**config.mk**
```make
export PLATFORM = sky130hd
export DESIGN_NAME = wb_cim_test_hub
export DESIGN_NICKNAME = d
export VERILOG_FILES = /design/src/rtl/wb_cim_test_hub.sv
export SDC_FILE = /design/constraint.sdc
export NUM_CORES = 1
export LEC_CHECK = 0
export ABC_AREA = 0
export CAP_MARGIN = 20
export CORE_MARGIN = 4
export CORE_UTILIZATION = 69
export DETAILED_ROUTE_END_ITERATION = 7
export DONT_BUFFER_PORTS = 1
export GPL_ROUTABILITY_DRIVEN = 0
export PLACE_DENSITY = 0.85
export SYNTH_ARGS = -nofsm -noshare
export SYNTH_HDL_FRONTEND = slang
export SYNTH_SLANG_ARGS = --single-unit
export TNS_END_PERCENT = 100
```
**constraint.sdc**
```tcl
create_clock -name wb_clk_i -period 8.5 [get_ports wb_clk_i]
set_input_delay 1.275 -clock wb_clk_i [delete_from_list [all_inputs] [get_ports wb_clk_i]]
set_output_delay 1.275 -clock wb_clk_i [all_outputs]
set_load 0.01 [all_outputs]
```
**src/rtl/wb_cim_test_hub.sv**
```systemverilog
// Wishbone test hub: registers each bus request, routes it to one of NCH CIM macro
// channels, adds a programmable read offset and times out silent macros.
module wb_cim_test_hub #(
    parameter int            NCH        = 2,
    parameter int            DW         = 32,
    parameter int            CH_LSB     = 16,
    parameter int            TIMEOUT    = 255,
    parameter logic [DW-1:0] RD_OFF_RST = 1
) (
    input  logic              wb_clk_i,
    input  logic              wb_rst_i,
    input  logic              wbs_stb_i,
    input  logic              wbs_cyc_i,
    input  logic              wbs_we_i,
    input  logic [3:0]        wbs_sel_i,
    input  logic [31:0]       wbs_adr_i,
    input  logic [DW-1:0]     wbs_dat_i,
    output logic [DW-1:0]     wbs_dat_o,
    output logic              wbs_ack_o,
    output logic [NCH-1:0]    m_cyc_o,
    output logic [NCH-1:0]    m_stb_o,
    output logic              m_we_o,
    output logic [3:0]        m_sel_o,
    output logic [31:0]       m_adr_o,
    output logic [DW-1:0]     m_dat_o,
    input  logic [NCH*DW-1:0] m_dat_i,
    input  logic [NCH-1:0]    m_ack_i,
    output logic              irq_o,
    output logic [2:0]        o_fsm_state
);

    localparam int CSW  = (NCH > 1) ? $clog2(NCH) : 1;
    localparam int WAIT_W = 16;
    localparam logic [WAIT_W-1:0] WAIT_LAST = WAIT_W'(TIMEOUT - 1);
    localparam logic [DW-1:0] ERR_WORD  = DW'(32'hDEAD_C0DE);
    localparam logic [DW-1:0] TOUT_WORD = DW'(32'hDEAD_BEEF);

    localparam logic [3:0] CSR_CTRL   = 4'h0;
    localparam logic [3:0] CSR_RD_OFF = 4'h4;
    localparam logic [3:0] CSR_TXN    = 4'h8;
    localparam logic [3:0] CSR_STATUS = 4'hC;

    typedef enum logic [2:0] {
        S_IDLE = 3'd0,
        S_REQ  = 3'd1,
        S_RESP = 3'd2,
        S_CSR  = 3'd3,
        S_ERR  = 3'd4,
        S_TOUT = 3'd5
    } state_t;

    state_t              r_state;
    logic [31:0]         r_adr;
    logic [DW-1:0]       r_dat;
    logic [3:0]          r_sel;
    logic                r_we;
    logic [CSW-1:0]      r_ch;
    logic [WAIT_W-1:0]   r_wait;
    logic [NCH-1:0]      r_m_req;
    logic                r_ack;
    logic [DW-1:0]       r_dat_o;
    logic                r_off_en;
    logic [DW-1:0]       r_rd_off;
    logic [31:0]         r_txn;
    logic [15:0]         r_to_cnt;
    logic                r_to_sticky;
    logic [3:0]          r_last_ch;

    logic                w_req;
    logic                w_local;
    logic                w_ch_bad;
    logic [CSW-1:0]      w_ch_idx;
    logic [NCH-1:0]      w_onehot;
    logic [DW-1:0]       w_ch_dat [NCH];
    logic [DW-1:0]       w_sel_dat;
    logic                w_sel_ack;
    logic [DW-1:0]       w_rd_resp;
    logic [DW-1:0]       w_csr_rdata;

    // Upstream handshake: cyc&stb is a valid request, held until wbs_ack_o pulses for
    // one cycle; downstream cyc/stb on the selected channel is held until m_ack_i.
    assign w_req    = wbs_cyc_i & wbs_stb_i & ~wbs_ack_o;
    assign w_local  = (wbs_adr_i[31:28] == 4'hF);
    assign w_ch_idx = wbs_adr_i[CH_LSB +: CSW];
    // Range check uses the whole field below the region nibble, so aliases above NCH error out.
    assign w_ch_bad = (32'(wbs_adr_i[27:CH_LSB]) >= NCH);

    always_comb begin
        for (int k = 0; k < NCH; k++) begin
            w_ch_dat[k] = m_dat_i[k*DW +: DW];
            w_onehot[k] = (w_ch_idx == CSW'(k));
        end
    end

    assign w_sel_dat = w_ch_dat[r_ch];
    assign w_sel_ack = m_ack_i[r_ch];
    assign w_rd_resp = r_off_en ? (w_sel_dat + r_rd_off) : w_sel_dat;

    always_comb begin
        w_csr_rdata = '0;
        case (r_adr[3:0])
            CSR_CTRL:   w_csr_rdata = DW'(r_off_en);
            CSR_RD_OFF: w_csr_rdata = r_rd_off;
            CSR_TXN:    w_csr_rdata = DW'(r_txn);
            CSR_STATUS: w_csr_rdata = DW'({8'h00, r_last_ch, 3'b000, r_to_sticky, r_to_cnt});
            default:    w_csr_rdata = '0;
        endcase
    end

    always_ff @(posedge wb_clk_i or negedge wb_rst_i) begin
        if (!wb_rst_i) begin
            r_state     <= S_IDLE;
            r_adr       <= '0;
            r_dat       <= '0;
            r_sel       <= '0;
            r_we        <= 1'b0;
            r_ch        <= '0;
            r_wait      <= '0;
            r_m_req     <= '0;
            r_ack       <= 1'b0;
            r_dat_o     <= '0;
            r_off_en    <= 1'b1;
            r_rd_off    <= RD_OFF_RST;
            r_txn       <= '0;
            r_to_cnt    <= '0;
            r_to_sticky <= 1'b0;
            r_last_ch   <= '0;
        end else begin
            r_ack <= 1'b0;
            case (r_state)
                S_IDLE: begin
                    if (w_req) begin
                        r_adr <= wbs_adr_i;
                        r_dat <= wbs_dat_i;
                        r_sel <= wbs_sel_i;
                        r_we  <= wbs_we_i;
                        r_ch  <= w_ch_idx;
                        if (w_local) begin
                            r_state <= S_CSR;
                        end else if (w_ch_bad) begin
                            r_state <= S_ERR;
                        end else begin
                            r_state <= S_REQ;
                            r_m_req <= w_onehot;
                            r_wait  <= '0;
                        end
                    end
                end
                S_REQ: begin
                    if (!wbs_cyc_i) begin
                        r_m_req <= '0;
                        r_state <= S_IDLE;
                    end else if (w_sel_ack) begin
                        // Ack is raised here so it appears the cycle after the macro ack.
                        r_m_req <= '0;
                        r_ack   <= 1'b1;
                        r_dat_o <= r_we ? '0 : w_rd_resp;
                        r_txn   <= r_txn + 32'd1;
                        r_state <= S_RESP;
                    end else if (r_wait == WAIT_LAST) begin
                        r_m_req <= '0;
                        r_state <= S_TOUT;
                    end else begin
                        r_wait <= r_wait + 1'b1;
                    end
                end
                S_RESP: begin
                    r_state <= S_IDLE;
                end
                S_CSR: begin
                    r_ack   <= 1'b1;
                    r_dat_o <= r_we ? '0 : w_csr_rdata;
                    if (r_we) begin
                        case (r_adr[3:0])
                            CSR_CTRL:   r_off_en <= r_dat[0];
                            CSR_RD_OFF: r_rd_off <= r_dat;
                            CSR_TXN:    r_txn    <= '0;
                            CSR_STATUS: if (r_dat[16]) r_to_sticky <= 1'b0;
                            default:    ;
                        endcase
                    end
                    r_state <= S_IDLE;
                end
                S_ERR: begin
                    r_ack   <= 1'b1;
                    r_dat_o <= ERR_WORD;
                    r_state <= S_IDLE;
                end
                S_TOUT: begin
                    r_ack       <= 1'b1;
                    r_dat_o     <= TOUT_WORD;
                    r_to_sticky <= 1'b1;
                    r_last_ch   <= 4'(r_ch);
                    if (r_to_cnt != 16'hFFFF) r_to_cnt <= r_to_cnt + 16'd1;
                    r_state     <= S_IDLE;
                end
                default: begin
                    r_m_req <= '0;
                    r_state <= S_IDLE;
                end
            endcase
        end
    end

    assign wbs_dat_o   = r_dat_o;
    assign wbs_ack_o   = r_ack;
    assign m_cyc_o     = r_m_req;
    assign m_stb_o     = r_m_req;
    assign m_we_o      = r_we;
    assign m_sel_o     = r_sel;
    assign m_adr_o     = r_adr;
    assign m_dat_o     = r_dat;
    assign irq_o       = r_to_sticky;
    assign o_fsm_state = r_state;

endmodule

```
==> impl_metrics.tcl <==
set metrics [dict create \
    synth_area_um2 11600 \
    instances_no_fill 1360 \
    hold_viol 0 \
    path_max_fanout 36 \
    rsz0062_at_grt "false" \
    antenna_found_initial 0 \
    seq_area_um2 5160 \
    finalInstanceArea_um2 12600 \
    slew_headroom 0.239 \
    core_area_um2 16500 \
    ctsResizeCount 0 \
    drt_iter0_markers 898 \
    hold_buffers 0 \
    syn-num-nets 1328 \
    p_per_area_nw_per_um2 219 \
    period_minus_slack_ns 3.99 \
    synth.avg_cell_area_um2 10.1 \
    skew_ns 0.00707 \
    drv_slew 0 \
    grt.total_usage 0.312 \
    grt_pass1_vias 8957 \
    finalNetCount 1299 \
    clock_sinks 206 \
    multi_input_area_um2 6140 \
    clk_pin_slew_worst_paths_ns 0.06 \
    start_util 0.703 \
    place_hpwl_mm 21.1 \
    totalPowerFinal_mw 2.76 \
    synthToLayoutAreaGrowth_pct 8.20 \
    status "complete, no violations" \
    cts_setup_buffers 0 \
    synthArstFlopShare 1.00 \
    wirelength_mm 30.4 \
    rrSetupSlack_ns 4.51 \
    place_area_um2 11700 \
    ioPinCount 249 \
    yosysWarnings 0 \
    postLayoutCoreUtil 0.760 \
    p_switching_uw 780 \
    overflow 0 \
    synth_seq_area_share 0.444 \
    setup_viol 0 \
    grt_max_degree 207 \
    path_class "reg2reg" \
    tns_ns 0 \
    io_buffers 0 \
    fmax_mhz 251 \
    cp-end-kind "register" \
    cts_root_buf "clkbuf_16" \
    pwr-share-comb 0.130 \
    via_count 9274 \
    drc 0 \
    synth_edf_count 0 \
    cp.arrival_ns 4.40 \
    antenna_left 0 \
    die_h_um 138 \
    cts_max_path_buffers 3 \
    die_x_um 138 \
    finalCritPeriodShare 0.469 \
    switching_share 0.283 \
    power.internal_mw 1.98 \
    cts_tree "yes" \
    synth_top_area_frac 0.440 \
    power_leakage_nw 5.49 \
    syn_inst 1153 \
    num_antenna_cells 0 \
    cap_violations 0 \
    rows 47 \
    hp-class "in2async" \
    fillers 1086 \
    required_ns 8.91 \
    final_layout_size_suffix_gt1_frac 0.145 \
    worst_pin_slew_ns 1.13 \
    dr.pass1.iters 5 \
    peakVddDrop_v 0.000202 \
    ys_seq_elements 206 \
    reg2regPathDepth 11 \
    die_area_um2 19000 \
    start_kind "register" \
    grt_pass1_wl_mm 46.7 \
    yosys.area.top_type "dfrtp_1" \
    cts_max_level 1 \
    pwr-share-clk 0.406 \
    placed_cells 1318 \
    synth_cell_type_count 76 \
    clock_latency_ns 0.53 \
    wl_per_cell_um 22.3 \
    ys.flop_type "dfrtp_1" \
    power_frac_seq 0.463 \
    viasPerCell 6.82 \
    cts_buffers 23 \
    ys_top_cells_by_area "dfrtp_1 44%, mux2_2 10%, ha_1 3.8%, a21oi_1 3.5%, nor2_1 3.5%" \
]
## critical path, cell delays in order, from the launching register on
cell and delay (ns):
dfrtp_2 0.98, mux2_2 0.46, ha_1 0.23, fa_1 0.41, a21oi_1 0.28, o211a_1 0.25
o32a_1 0.21, a21oi_1 0.17, a21o_1 0.27, a311o_1 0.34, a21oi_1 0.18, nor2_1 0.06
## registers in the layout (all words and copies together) (netlist names), 2 cells and up
name and count:
m_adr_o 32, m_dat_o 32, r_rd_off 32, r_txn 32, wbs_dat_o 32, r_to_cnt 16, r_wait 16, m_sel_o 4
o_fsm_state 3, m_cyc_o 2
## cell usage in the layout, fill, tap and decap left out, types with 10 or more instances in the layout
| cell type | Yosys | layout |
|---|---|---|
| clkbuf_16 | 0 | 23 |
| a21oi_1 | 82 | 82 |
| nand4_1 | 15 | 15 |
| o21ai_1 | 20 | 20 |
| nand2_1 | 88 | 87 |
| and3_1 | 20 | 20 |
| a211oi_1 | 10 | 10 |
| inv_1 | 23 | 23 |
| nor3_1 | 21 | 21 |
| mux2_2 | 104 | 104 |
| o21ai_0 | 34 | 34 |
| nor2_1 | 108 | 108 |
| xor2_1 | 28 | 28 |
| xnor2_1 | 38 | 38 |
| ha_1 | 35 | 35 |
| dfrtp_1 | 204 | 203 |
| nand3_1 | 34 | 34 |
| mux2_1 | 31 | 31 |
| a22oi_1 | 29 | 29 |
| a21o_1 | 15 | 15 |
## power by group through the flow
stage / logic (mW) / registers (mW) / clock network, mW
2_1_floorplan: 0.300 / 1.23 / 0
3_3_place_gp: 0.334 / 1.29 / 0
3_5_place_dp: 0.348 / 1.30 / 0
4_1_cts: 0.352 / 1.28 / 1.13
5_1_grt: 0.391 / 1.30 / 1.17
6_report: 0.359 / 1.28 / 1.12
## worst paths after layout
check | start | endpoint
hold / removal | wb_rst_i | m_dat_o[14]
setup reg to reg | m_adr_o[16] | wbs_dat_o[30]
min in group wb_clk_i | r_last_ch[0] | r_last_ch[0]
setup / recovery | m_adr_o[16] | wbs_dat_o[30]
max in group asynchronous | wb_rst_i | r_rd_off[0]
hold reg to reg | r_last_ch[0] | r_last_ch[0]
## Yosys cell counts, types with 29 or more instances
| cell type | number |
|---|---|
| a21oi_1 | 82 |
| a22oi_1 | 29 |
| clkbuf_1 | 31 |
| dfrtp_1 | 204 |
| ha_1 | 35 |
| mux2_1 | 31 |
| mux2_2 | 104 |
| nand2_1 | 88 |
| nand3_1 | 34 |
| nor2_1 | 108 |
| o21ai_0 | 34 |
| xnor2_1 | 38 |
## layout make-up
type / instances / share of cell area
multi-input combinational: 864 / 0.489
timing repair buffer: 5 / 0.00299
clock buffer: 28 / 0.0497
inverter: 24 / 0.00717
clock inverter: 13 / 0.0190
tap: 220 / 0.0219
sequential: 206 / 0.411
## per-layer routing
layer  wire length [um]  track usage  part of all wire  vias up
met5                  0            0                 0        -
met4                946       0.0982             0.031        0
met3               3510       0.0888              0.12       92
met2              14200        0.503              0.47      559
met1              11800        0.410              0.39     4484
li1                   -            -                 -     4139
## cell families after synthesis
family,Yosys count,share of synthesized area
flops,206,0.444
simple gates,343,0.146
fa+ha+maj,36,0.0394
mux,143,0.138
buf+inv,83,0.0299
xor+xnor,66,0.0498
compound gates,276,0.153
## stage by stage
| stage | hold WS (ns) | setup WS, ns |
|---|---|---|
| 3_3_place_gp | 0.467 | 4.26 |
| 6_report | 0.451 | 4.51 |
| 3_5_place_dp | 0.478 | 4.05 |
| 2_1_floorplan | 0.447 | 4.82 |
| 5_1_grt | 0.441 | 4.29 |
| 4_1_cts | 0.437 | 4.19 |
(Power assumes the default switching activity.)
